File: config.mk
export PLATFORM = sky130hd
export DESIGN_NAME = sqrt_ctrl
export DESIGN_NICKNAME = d
export VERILOG_FILES = /design/src/rtl/sqrt_pkg.sv /design/src/rtl/sqrt_ctrl.sv
export SDC_FILE = /design/constraint.sdc
export NUM_CORES = 1
export LEC_CHECK = 0
export ABC_CLOCK_PERIOD_IN_PS = 4370
export BUFFER_PORTS_ARGS = -buffer_cell sky130_fd_sc_hd__buf_2
export CORE_MARGIN = 5
export CORE_UTILIZATION = 45
export CTS_CLUSTER_SIZE = 30
export DETAILED_ROUTE_END_ITERATION = 10
export HOLD_SLACK_MARGIN = 0.08
export PLACE_DENSITY = 0.79
export SYNTH_ARGS = -nofsm -noshare
export SYNTH_HDL_FRONTEND = slang
export SYNTH_SLANG_ARGS = --single-unit
export TNS_END_PERCENT = 50
File: constraint.sdc
create_clock -name clk -period 4.37 [get_ports clk]
set_input_delay 0.2185 -clock clk [delete_from_list [all_inputs] [get_ports clk]]
set_output_delay 0.2185 -clock clk [all_outputs]
set_load 0.005 [all_outputs]
File: src/rtl/sqrt_pkg.sv
// sqrt_pkg: shared types and constants for the odd-subtraction square root.
// Optional build macro used by sqrt_ctrl: SQRT_ODD_CHECK_EN.
package sqrt_pkg;

  // Sequencer states; encoding is fixed so external probes can decode it.
  typedef enum logic [1:0] {
    IDLE  = 2'd0,
    INIT  = 2'd1,
    CHECK = 2'd2,
    DONE  = 2'd3
  } sqrt_state_t;

  // Default geometry: 8-bit radicand, 4-bit root, 5-bit odd counter.
  localparam int SQRT_DATA_W = 8;
  localparam int SQRT_ROOT_W = 4;
  localparam int SQRT_ODD_W  = 5;

  // The root must cover half the radicand bits, and the odd counter one
  // bit more than the root so 2*root+1 never wraps.
  function automatic bit sqrt_widths_ok(input int data_w, input int root_w,
                                        input int odd_w);
    return (data_w == 2 * root_w) && (odd_w == root_w + 1);
  endfunction

  localparam bit SQRT_WIDTHS_OK = sqrt_widths_ok(SQRT_DATA_W, SQRT_ROOT_W, SQRT_ODD_W);

endpackage

File: src/rtl/sqrt_ctrl.sv
// sqrt_ctrl: sequencing FSM for integer square root by subtracting the odd
// numbers 1, 3, 5, ... from the radicand. Drives an external odd counter
// (odd_inc / odd_clr) and reads its value back on odd_num.
// Optional build macro: SQRT_ODD_CHECK_EN adds a sticky odd_err output that
// flags any CHECK cycle where odd_num differs from 2*root+1.
module sqrt_ctrl
  import sqrt_pkg::*;
#(
  parameter int DATA_W = SQRT_DATA_W,
  parameter int ROOT_W = SQRT_ROOT_W,
  parameter int ODD_W  = SQRT_ODD_W
) (
  input  logic              clk,
  input  logic              rst,
  input  logic              start,
  input  logic [DATA_W-1:0] radicand,
  input  logic [ODD_W-1:0]  odd_num,
  output logic              odd_inc,
  output logic              odd_clr,
  output logic              busy,
  output logic              done,
  output logic [ROOT_W-1:0] root,
  output logic [DATA_W-1:0] rem
`ifdef SQRT_ODD_CHECK_EN
  ,
  output logic              odd_err
`endif
);

  // Reject inconsistent geometry at elaboration time.
  if (!SQRT_WIDTHS_OK || !sqrt_widths_ok(DATA_W, ROOT_W, ODD_W)) begin : g_bad_widths
    $error("sqrt_ctrl: require DATA_W == 2*ROOT_W and ODD_W == ROOT_W+1");
  end

  sqrt_state_t       state_reg, state_next;
  logic [DATA_W-1:0] rem_reg, rem_next;
  logic [ROOT_W-1:0] root_reg, root_next;
  logic [DATA_W-1:0] odd_ext;
  logic              rem_ge_odd;

  // Odd value widened to the remainder width for compare and subtract.
  assign odd_ext    = {{(DATA_W - ODD_W){1'b0}}, odd_num};
  assign rem_ge_odd = (rem_reg >= odd_ext);

  // State, remainder and root registers.
  always_ff @(posedge clk) begin
    if (rst) begin
      state_reg <= IDLE;
      rem_reg   <= '0;
      root_reg  <= '0;
    end else begin
      state_reg <= state_next;
      rem_reg   <= rem_next;
      root_reg  <= root_next;
    end
  end

  // Next-state, datapath update and state-decoded strobes.
  always_comb begin
    state_next = state_reg;
    rem_next   = rem_reg;
    root_next  = root_reg;
    odd_inc    = 1'b0;
    odd_clr    = 1'b0;
    busy       = 1'b0;
    done       = 1'b0;
    case (state_reg)
      IDLE: begin
        if (start) begin
          rem_next   = radicand;
          root_next  = '0;
          state_next = INIT;
        end
      end
      INIT: begin
        // Counter returns to 1 before the first CHECK compare.
        odd_clr    = 1'b1;
        busy       = 1'b1;
        state_next = CHECK;
      end
      CHECK: begin
        busy = 1'b1;
        // Subtract only when it cannot underflow; otherwise the root is final.
        if (rem_ge_odd) begin
          rem_next  = rem_reg - odd_ext;
          root_next = root_reg + ROOT_W'(1);
          odd_inc   = 1'b1;
        end else begin
          state_next = DONE;
        end
      end
      DONE: begin
        done       = 1'b1;
        state_next = IDLE;
      end
      default: state_next = IDLE;
    endcase
  end

  assign root = root_reg;
  assign rem  = rem_reg;

`ifdef SQRT_ODD_CHECK_EN
  logic odd_err_reg;

  // Sticky flag: the counter must always present 2*root+1 while checking.
  always_ff @(posedge clk) begin
    if (rst) begin
      odd_err_reg <= 1'b0;
    end else if ((state_reg == CHECK) && (odd_num != {root_reg, 1'b1})) begin
      odd_err_reg <= 1'b1;
    end
  end

  assign odd_err = odd_err_reg;
`endif

endmodule

==> run summary, run 1 <==
A synthesized cell averages 8.103 um^2. The number of clock sinks is 14. The first-pass GRT wire length came out at 4.153 mm. The floorplan core area came out at 0.002191 mm^2. The final hold violation count was 0. The maximum root-to-sink buffer count is 2. In this run, post-CTS repair resized a total of 0 instances. The minimum clock period came out at 2566 ps.

The pin slew with the least headroom to its limit came out at 889.0 ps. The startpoint class of the critical path is a register. When the netlist entered floorplanning its net count stood at 154. The number of global-route vias before repair came to 1012. The floorplan has 17 rows. The sequential cell area fraction in the yosys report is 0.2745. The commonest non-fill, non-tap cell in the layout is sky130_fd_sc_hd__buf_2.

The maximum clock skew at final layout is 5.133 ps. The number of warnings reported in the yosys synthesis log came out at 0. The number of optimization iterations in the first detailed-route pass is 4. The worst setup path is captured at a register.

The total global routing overflow came out at 0. Clock-pin slew was measured on the worst setup and hold paths at 90 ps. In this run the critical register-to-register path is launched from rem[0]$_SDFFE_PP0P_. TritonCTS built the clock tree. The routed via count is 1057. The share of synthesized area in the top cell type comes to 0.2745.

The cell at the root of the clock tree is sky130_fd_sc_hd__clkbuf_4. The share of the clock period used by the worst path came out at 0.5873. 32 I/O pins were placed. 0 antenna diodes ended up in the layout. The critical path capture point is root[3]$_SDFFE_PP0P_.

The total routing usage reported by global routing is 0.1570. The fmax is 389.7 MHz. The synthesized cell area is 0.001021 mm^2. The final net count came out at 186. The final count of negative-setup-slack endpoints came out at 0. After clock tree synthesis, the setup repair step added 0 buffers. The total wire length after detailed routing is 2.549 mm. Compared with the post-synthesis result, the final layout area differs by 20.47%.

The path type of the worst setup path is reg -> reg. The number of storage elements in the synthesis netlist is 14. The remaining antenna violation count after routing came out at 0.

The number of buffer cells added on primary ports came out at 31. The count of max-cap constraint violations came out at 0. The slack of the worst reg-to-reg path came out at 1800 ps.

The worst hold path belongs to the class in -> reg. The number of buffers created by CTS came out at 3. The required time of the critical path came out at 4570 ps.

The count of mapped cells out of synthesis came out at 126. The vertical die dimension is 57.63 um. The via density per instance came out at 5.714. Data on the critical path arrives at its endpoint at 2760 ps. The detailed-route DRC error count is 0. The peak supply drop came out at 335.8 uV. The final instance count without filler cells came out at 185. Leaving out fill and tap cells, the most frequent cells in the layout are sky130_fd_sc_hd__buf_2, sky130_fd_sc_hd__nor2_1, sky130_fd_sc_hd__dfxtp_1. The cell type with the highest aggregate area in the netlist is sky130_fd_sc_hd__dfxtp_1.

The later-pin clock latency in the skew report is 280 ps. The flip-flop count of the largest register, all copies and words added is 8. Dividing total power by cell area gives a power density of 616.8 mW/mm^2. The area of the die is 0.003321 mm^2. The average wire length per cell after detail routing is 13.78 um. Entering global routing, the biggest net connects 19 pins. The die is 57.63 um wide. The number of pins with negative max-slew slack in the final report came out at 0. By area the synthesized netlist is led by sky130_fd_sc_hd__dfxtp_1, sky130_fd_sc_hd__ha_1, sky130_fd_sc_hd__nor2_1. The worst-case headroom to the max-slew limit came out at 0.4073. In this run the worst path has a maximum fanout of 11. The unique cell type count in the Yosys netlist came out at 39. Setup repair after global routing left no endpoint under its margin.

The initial cell density of the core came out at 0.4660. The worst register-to-register path has a depth of 8. In this run the critical register-to-register path is captured at root[3]$_SDFFE_PP0P_. The layout cell share with drive strength beyond 1 came out at 0.2548.

Setup total negative slack on the finished layout was measured at 0 ps. The cell count after placement is 181. The number of antenna violations at the first check in global routing came out at 0.

The total of hold buffers inserted after clock tree synthesis came out at 0. Summed over all cells, the static leakage comes to 0.5749 nW. Tracing the worst setup path back leads to its startpoint at rem[0]$_SDFFE_PP0P_. The run finished with clean final reports. The HPWL after detailed placement is 1.936 mm. The number of H-tree branching levels came out at 1.

The placer congestion estimate came out at 0.8723. For this block, the initial DRC count from the detailed router was 31.
==> power by group <==
group          switching [mW]  leakage (nW)  internal, mW  total, mW
logic                   0.269         0.439         0.191      0.460
clock network          0.0438        0.0210        0.0507     0.0946
registers              0.0377         0.115         0.167      0.204
total                   0.351         0.575         0.408      0.759
==> cell usage after synthesis <==
cell                        number
sky130_fd_sc_hd__ha_1           11
sky130_fd_sc_hd__xnor2_1         1
sky130_fd_sc_hd__a21oi_1         7
sky130_fd_sc_hd__inv_1          10
sky130_fd_sc_hd__a31oi_1         3
sky130_fd_sc_hd__a21o_1          1
sky130_fd_sc_hd__a211o_1         1
sky130_fd_sc_hd__a32o_1          1
sky130_fd_sc_hd__clkbuf_1        2
sky130_fd_sc_hd__nor4_1          1
sky130_fd_sc_hd__or4_4           1
sky130_fd_sc_hd__xor2_1          1
sky130_fd_sc_hd__o21ai_0        11
sky130_fd_sc_hd__o2111ai_1       1
sky130_fd_sc_hd__o211ai_2        1
sky130_fd_sc_hd__a21oi_4         1
sky130_fd_sc_hd__a221oi_1        1
sky130_fd_sc_hd__nor2b_1         2
sky130_fd_sc_hd__fa_1            1
sky130_fd_sc_hd__mux2i_1         3
sky130_fd_sc_hd__o22ai_1         1
sky130_fd_sc_hd__nand4_1         1
sky130_fd_sc_hd__a211oi_2        1
sky130_fd_sc_hd__a211oi_1        4
sky130_fd_sc_hd__buf_2           2
sky130_fd_sc_hd__o211ai_1        1
sky130_fd_sc_hd__a311oi_1        2
sky130_fd_sc_hd__o211a_1         1
sky130_fd_sc_hd__nand2_1         7
sky130_fd_sc_hd__and3_1          1
sky130_fd_sc_hd__and4_1          1
sky130_fd_sc_hd__nand2b_1        1
sky130_fd_sc_hd__nand3_1         2
sky130_fd_sc_hd__clkinv_1        1
sky130_fd_sc_hd__dfxtp_1        14
sky130_fd_sc_hd__o211a_4         1
sky130_fd_sc_hd__a2bb2oi_1       1
sky130_fd_sc_hd__nor3_1          4
sky130_fd_sc_hd__nor2_1         19
==> critical path, cell delays in order, from the launching register on <==
cell and delay, ps:
sky130_fd_sc_hd__dfxtp_1 320, sky130_fd_sc_hd__inv_1 80, sky130_fd_sc_hd__ha_1 170, sky130_fd_sc_hd__inv_1 50, sky130_fd_sc_hd__fa_1 410, sky130_fd_sc_hd__a211oi_1 480
sky130_fd_sc_hd__o211a_1 310, sky130_fd_sc_hd__o22ai_1 310, sky130_fd_sc_hd__a311oi_1 350
==> how the worst min path moves through the flow <==
stage / start / endpoint / slack [ps] / cells past startpoint
2_1_floorplan: rst / rem[3]$_SDFFE_PP0P_ / 290 / 1
3_3_place_gp: root[3]$_SDFFE_PP0P_ / root[3]$_SDFFE_PP0P_ / 470 / 1
3_5_place_dp: root[3]$_SDFFE_PP0P_ / root[3]$_SDFFE_PP0P_ / 480 / 1
4_1_cts: radicand[3] / rem[3]$_SDFFE_PP0P_ / 200 / 3
5_1_grt: radicand[3] / rem[3]$_SDFFE_PP0P_ / 230 / 3
6_report: radicand[3] / rem[3]$_SDFFE_PP0P_ / 200 / 3
==> routing by layer <==
metal	GRT usage	routed length (um)	vias up	share of wire
li1	-	-	519	-
met1	0.1870	1062	481	0.42
met2	0.2694	1227	48	0.48
met3	0.02673	202	9	0.079
met4	0.07947	56	0	0.022
met5	0	0	-	0
==> through the flow <==
stage | total power, mW | hold slack, ps | utilization | setup slack [ps] | instance area [um^2]
after global routing | 0.8186 | 226.9 | 0.5614 | 1657 | 1230
after detailed placement | 0.6568 | 477.2 | 0.5448 | 1866 | 1194
final | 0.7587 | 198.2 | 0.5614 | 1804 | 1230
after CTS | 0.7561 | 198.1 | 0.5614 | 1815 | 1230
after global placement | 0.6410 | 474.0 | 0.5448 | 1952 | 1194
after floorplan | 0.5364 | 290.6 | - | 2165 | 1021
==> cell type report <==
cell class / count / area [um^2]
clock buffers: 4 / 36.28
inverters: 11 / 41.29
fillers: 208 / 960.9
well taps: 28 / 35.03
repair buffers: 31 / 155.1
flip-flops and latches: 14 / 280.3
multi-input cells: 97 / 681.9
==> logic make-up after synthesis <==
group | after synthesis | synth area share
adder cells (fa/ha/maj) | 12 | 0.1544
flip-flops | 14 | 0.2745
buffers and inverters | 15 | 0.05760
AO/OA/AOI/OAI | 40 | 0.2856
multiplexers | 3 | 0.02941
XOR/XNOR | 2 | 0.01716
AND/OR/NAND/NOR | 40 | 0.1814
No activity file was read; power rests on OpenSTA's default activity.
==> inputs of run 2 (changes only) <==
ABC_CLOCK_PERIOD_IN_PS = 2100   (was 4370)
PLACE_DENSITY = 0.82   (was 0.79)
clock period = 2.1 ns   (was 4.37 ns; I/O delays follow)
==> run 2 against run 1 <==
Net effect: the run now ends with setup timing left; global-route usage is 2.8 points higher; sequential power is 110% higher; first-iteration DRC count is 9.7% higher; core utilization is 9.0 points higher; register-to-register slack worse by 1800 ps; critical endpoint is now odd_inc.
==> run summary, run 2 (same netlist as run 1, synthesis figures left out) <==
The run finished, with violations left. The top cell types in the final layout, fill and taps aside, are sky130_fd_sc_hd__buf_2, sky130_fd_sc_hd__nor2_1, sky130_fd_sc_hd__buf_4, sky130_fd_sc_hd__dfxtp_1, sky130_fd_sc_hd__ha_1. The count of max-cap constraint violations came out at 0.

The via density per instance came out at 5.706. The maximum root-to-sink buffer count is 2. The first global-routing pass estimated 4.974 mm of wire. Walking the worst path, the cells encountered are inv_2 > ha_4 > inv_2 > fa_2 > a211oi_4 > o211a_1 > buf_6 > nor2_2 > buf_2. For the pin with the worst max-slew slack, the measured transition is 432.9 ps.

The cell at the root of the clock tree is sky130_fd_sc_hd__clkbuf_4. The worst-case headroom to the max-slew limit is 0.7101. The leakage power total came out at 0.6601 nW. For the worst-skew pair, the clock arrives at the later sink with an insertion delay of 290 ps. The area of the die is 0.003321 mm^2. Following the worst setup path forward leads to its endpoint at odd_inc.

The layout cell share with drive strength beyond 1 came out at 0.4104. The startpoint class of the critical path is a register. The average wire length per cell after detail routing is 15.33 um. The largest net degree at the start of global routing is 15.

CTS built an H-tree with a depth of 1. Data on the critical path arrives at its endpoint at 2050 ps. The register with the most flip-flops in the layout has 8 of them.

The vertical die dimension is 57.63 um. The HPWL after detailed placement came out at 2.028 mm. The power density over the cells is 1398 mW/mm^2.

The final net count came out at 202. VDD sags by at most 721.8 uV. The minimum clock period came out at 2156 ps. The overall power of the completed layout came out at 1.995 mW. The biggest fanout along the worst timing path came out at 5. The total global routing overflow is 0. The number of pins with negative max-slew slack in the final report is 0.

Counting stages on the worst path, the most repeated cell is sky130_fd_sc_hd__inv_2. Tracing the worst setup path back leads to its startpoint at rem[0]$_SDFFE_PP0P_. The depth of the worst register-to-register path came out at 9. The slack of the worst reg-to-reg path is -40 ps. The critical path is of the reg -> out type. In the final timing run, aggregate negative setup slack is -102.5 ps. Counting the buffers created by CTS gives 3. The largest individual stage delay along the critical path comes from the cell sky130_fd_sc_hd__fa_2. The number of antenna violations at the first check in global routing came to 0. The repair_antennas step left the layout with diodes totalling 0. Based on the critical path, the design can be clocked at up to 463.7 MHz. The maximum clock skew at final layout came out at 4.571 ps. Together, buffers and inverters on the worst path number 4.

For this run, the total global-route usage over all layers was measured as 0.1849. For this configuration, the core starts out at a cell density of 0.4660. In this design, the largest share of critical-path delay is due to compound AO/OA/AOI/OAI gates.

The floorplan core area is 0.002191 mm^2. The checks that failed: setup timing. The row count came out at 17. The number of placed I/O pins came out at 32. The remaining antenna violation count after routing is 0. The routed via count is 1147. The initial DRC count came out at 34. During placement, the flow inserted port buffers numbering 31. The die outline width came out at 57.63 um. TritonCTS built the clock tree.

The commonest non-fill, non-tap cell in the layout is sky130_fd_sc_hd__buf_2. Setup repair after global routing could not meet its margin everywhere. At the worst endpoint, the required time is 2000 ps.

The congestion estimate from routability-driven global placement came to 0.8479. The final count of negative-setup-slack endpoints came out at 3. The number of global-route vias before repair came out at 1160. The minimum setup slack after placement is -125.6 ps. The worst hold path class is in -> reg. The endpoint kind of the worst setup timing path is an output pin. For this run, design rule violations remaining after detail routing come to 0. Relative to the synthesized area, the layout overhead comes to 39.83%. The final layout contains routed wiring with a total length of 3.082 mm. The final hold violation count came to 0. The worst register-to-register path ends at root[3]$_SDFFE_PP0P_. The worst setup margin came out at -56.38 ps.

In this run the critical register-to-register path is launched from rem[0]$_SDFFE_PP0P_. The number of optimization iterations in the first detailed-route pass is 4. The share of the clock period used by the worst path came out at 1.027.

The clock input transition at the sequential cells of the worst setup and hold paths is 100 ps. The hold slack came out at 109.1 ps. The highest cell delay on the worst timing path came out at 360 ps.

The logic depth of the worst setup path including buffers came out at 9. The number of clock sinks is 14.
[run 2: cell types whose count changed in the layout (fill, tap and decap cells not counted), sizes merged]
cell   previous run  this run
buf              31        46
a21oi             8         9
[run 2: routing by layer]
metal	track usage	up-vias	routed length [um]
met1	0.2162	539	1293
li1	-	550	-
met5	0	-	0
met3	0.04677	11	204
met2	0.3161	47	1518
met4	0.08278	0	66
[run 2: timing repair]
item                                    4_1_cts  5_1_grt
hold buffers                                  0        0
gates resized for setup                      14        6
endpoints found under the setup margin       14       15
buffers inserted                              3        3
gates cloned                                  1        0
pin swaps                                     9        7
[run 2: worst reg2reg max path: cells and delay by family (launching register included)]
family | cells | cell delay, ps
DFF | 1 | 330
buffers and inverters | 3 | 310
adders and majority gates | 2 | 500
AOI/OAI and AO/OA | 4 | 900
[run 2: stage by stage]
| step | instance area, um^2 | cells | utilization |
|---|---|---|---|
| after detailed placement | 1266 | 190 | 0.5780 |
| final | 1428 | 201 | 0.6516 |
| after floorplan | 1026 | 126 | - |
| after CTS | 1384 | 198 | 0.6316 |
| after global placement | 1266 | 190 | 0.5780 |
| after global routing | 1428 | 201 | 0.6516 |
[run 2: worst min path at each step]
stage,from,end,slack (ps),cells after the start
6_report,radicand[3],rem[3]$_SDFFE_PP0P_,110,3
5_1_grt,radicand[3],rem[3]$_SDFFE_PP0P_,120,3
4_1_cts,radicand[3],rem[3]$_SDFFE_PP0P_,90,3
3_5_place_dp,radicand[3],rem[3]$_SDFFE_PP0P_,390,3
3_3_place_gp,radicand[3],rem[3]$_SDFFE_PP0P_,390,3
2_1_floorplan,rst,rem[3]$_SDFFE_PP0P_,180,1
[run 2: final cells by class]
cell class / instances / area [um^2]
fill: 179 / 763.2
multi-input combinational: 98 / 758.2
sequential: 14 / 281.5
timing repair buffer: 46 / 275.3
inverter: 11 / 41.29
clock buffer: 4 / 36.28
tap: 28 / 35.03
[run 2: where the power goes]
part | internal [mW] | switching (mW) | total, mW
clock | 0.106 | 0.0975 | 0.203
combinational | 0.650 | 0.707 | 1.36
sequential | 0.349 | 0.0859 | 0.435
total | 1.10 | 0.891 | 2.00
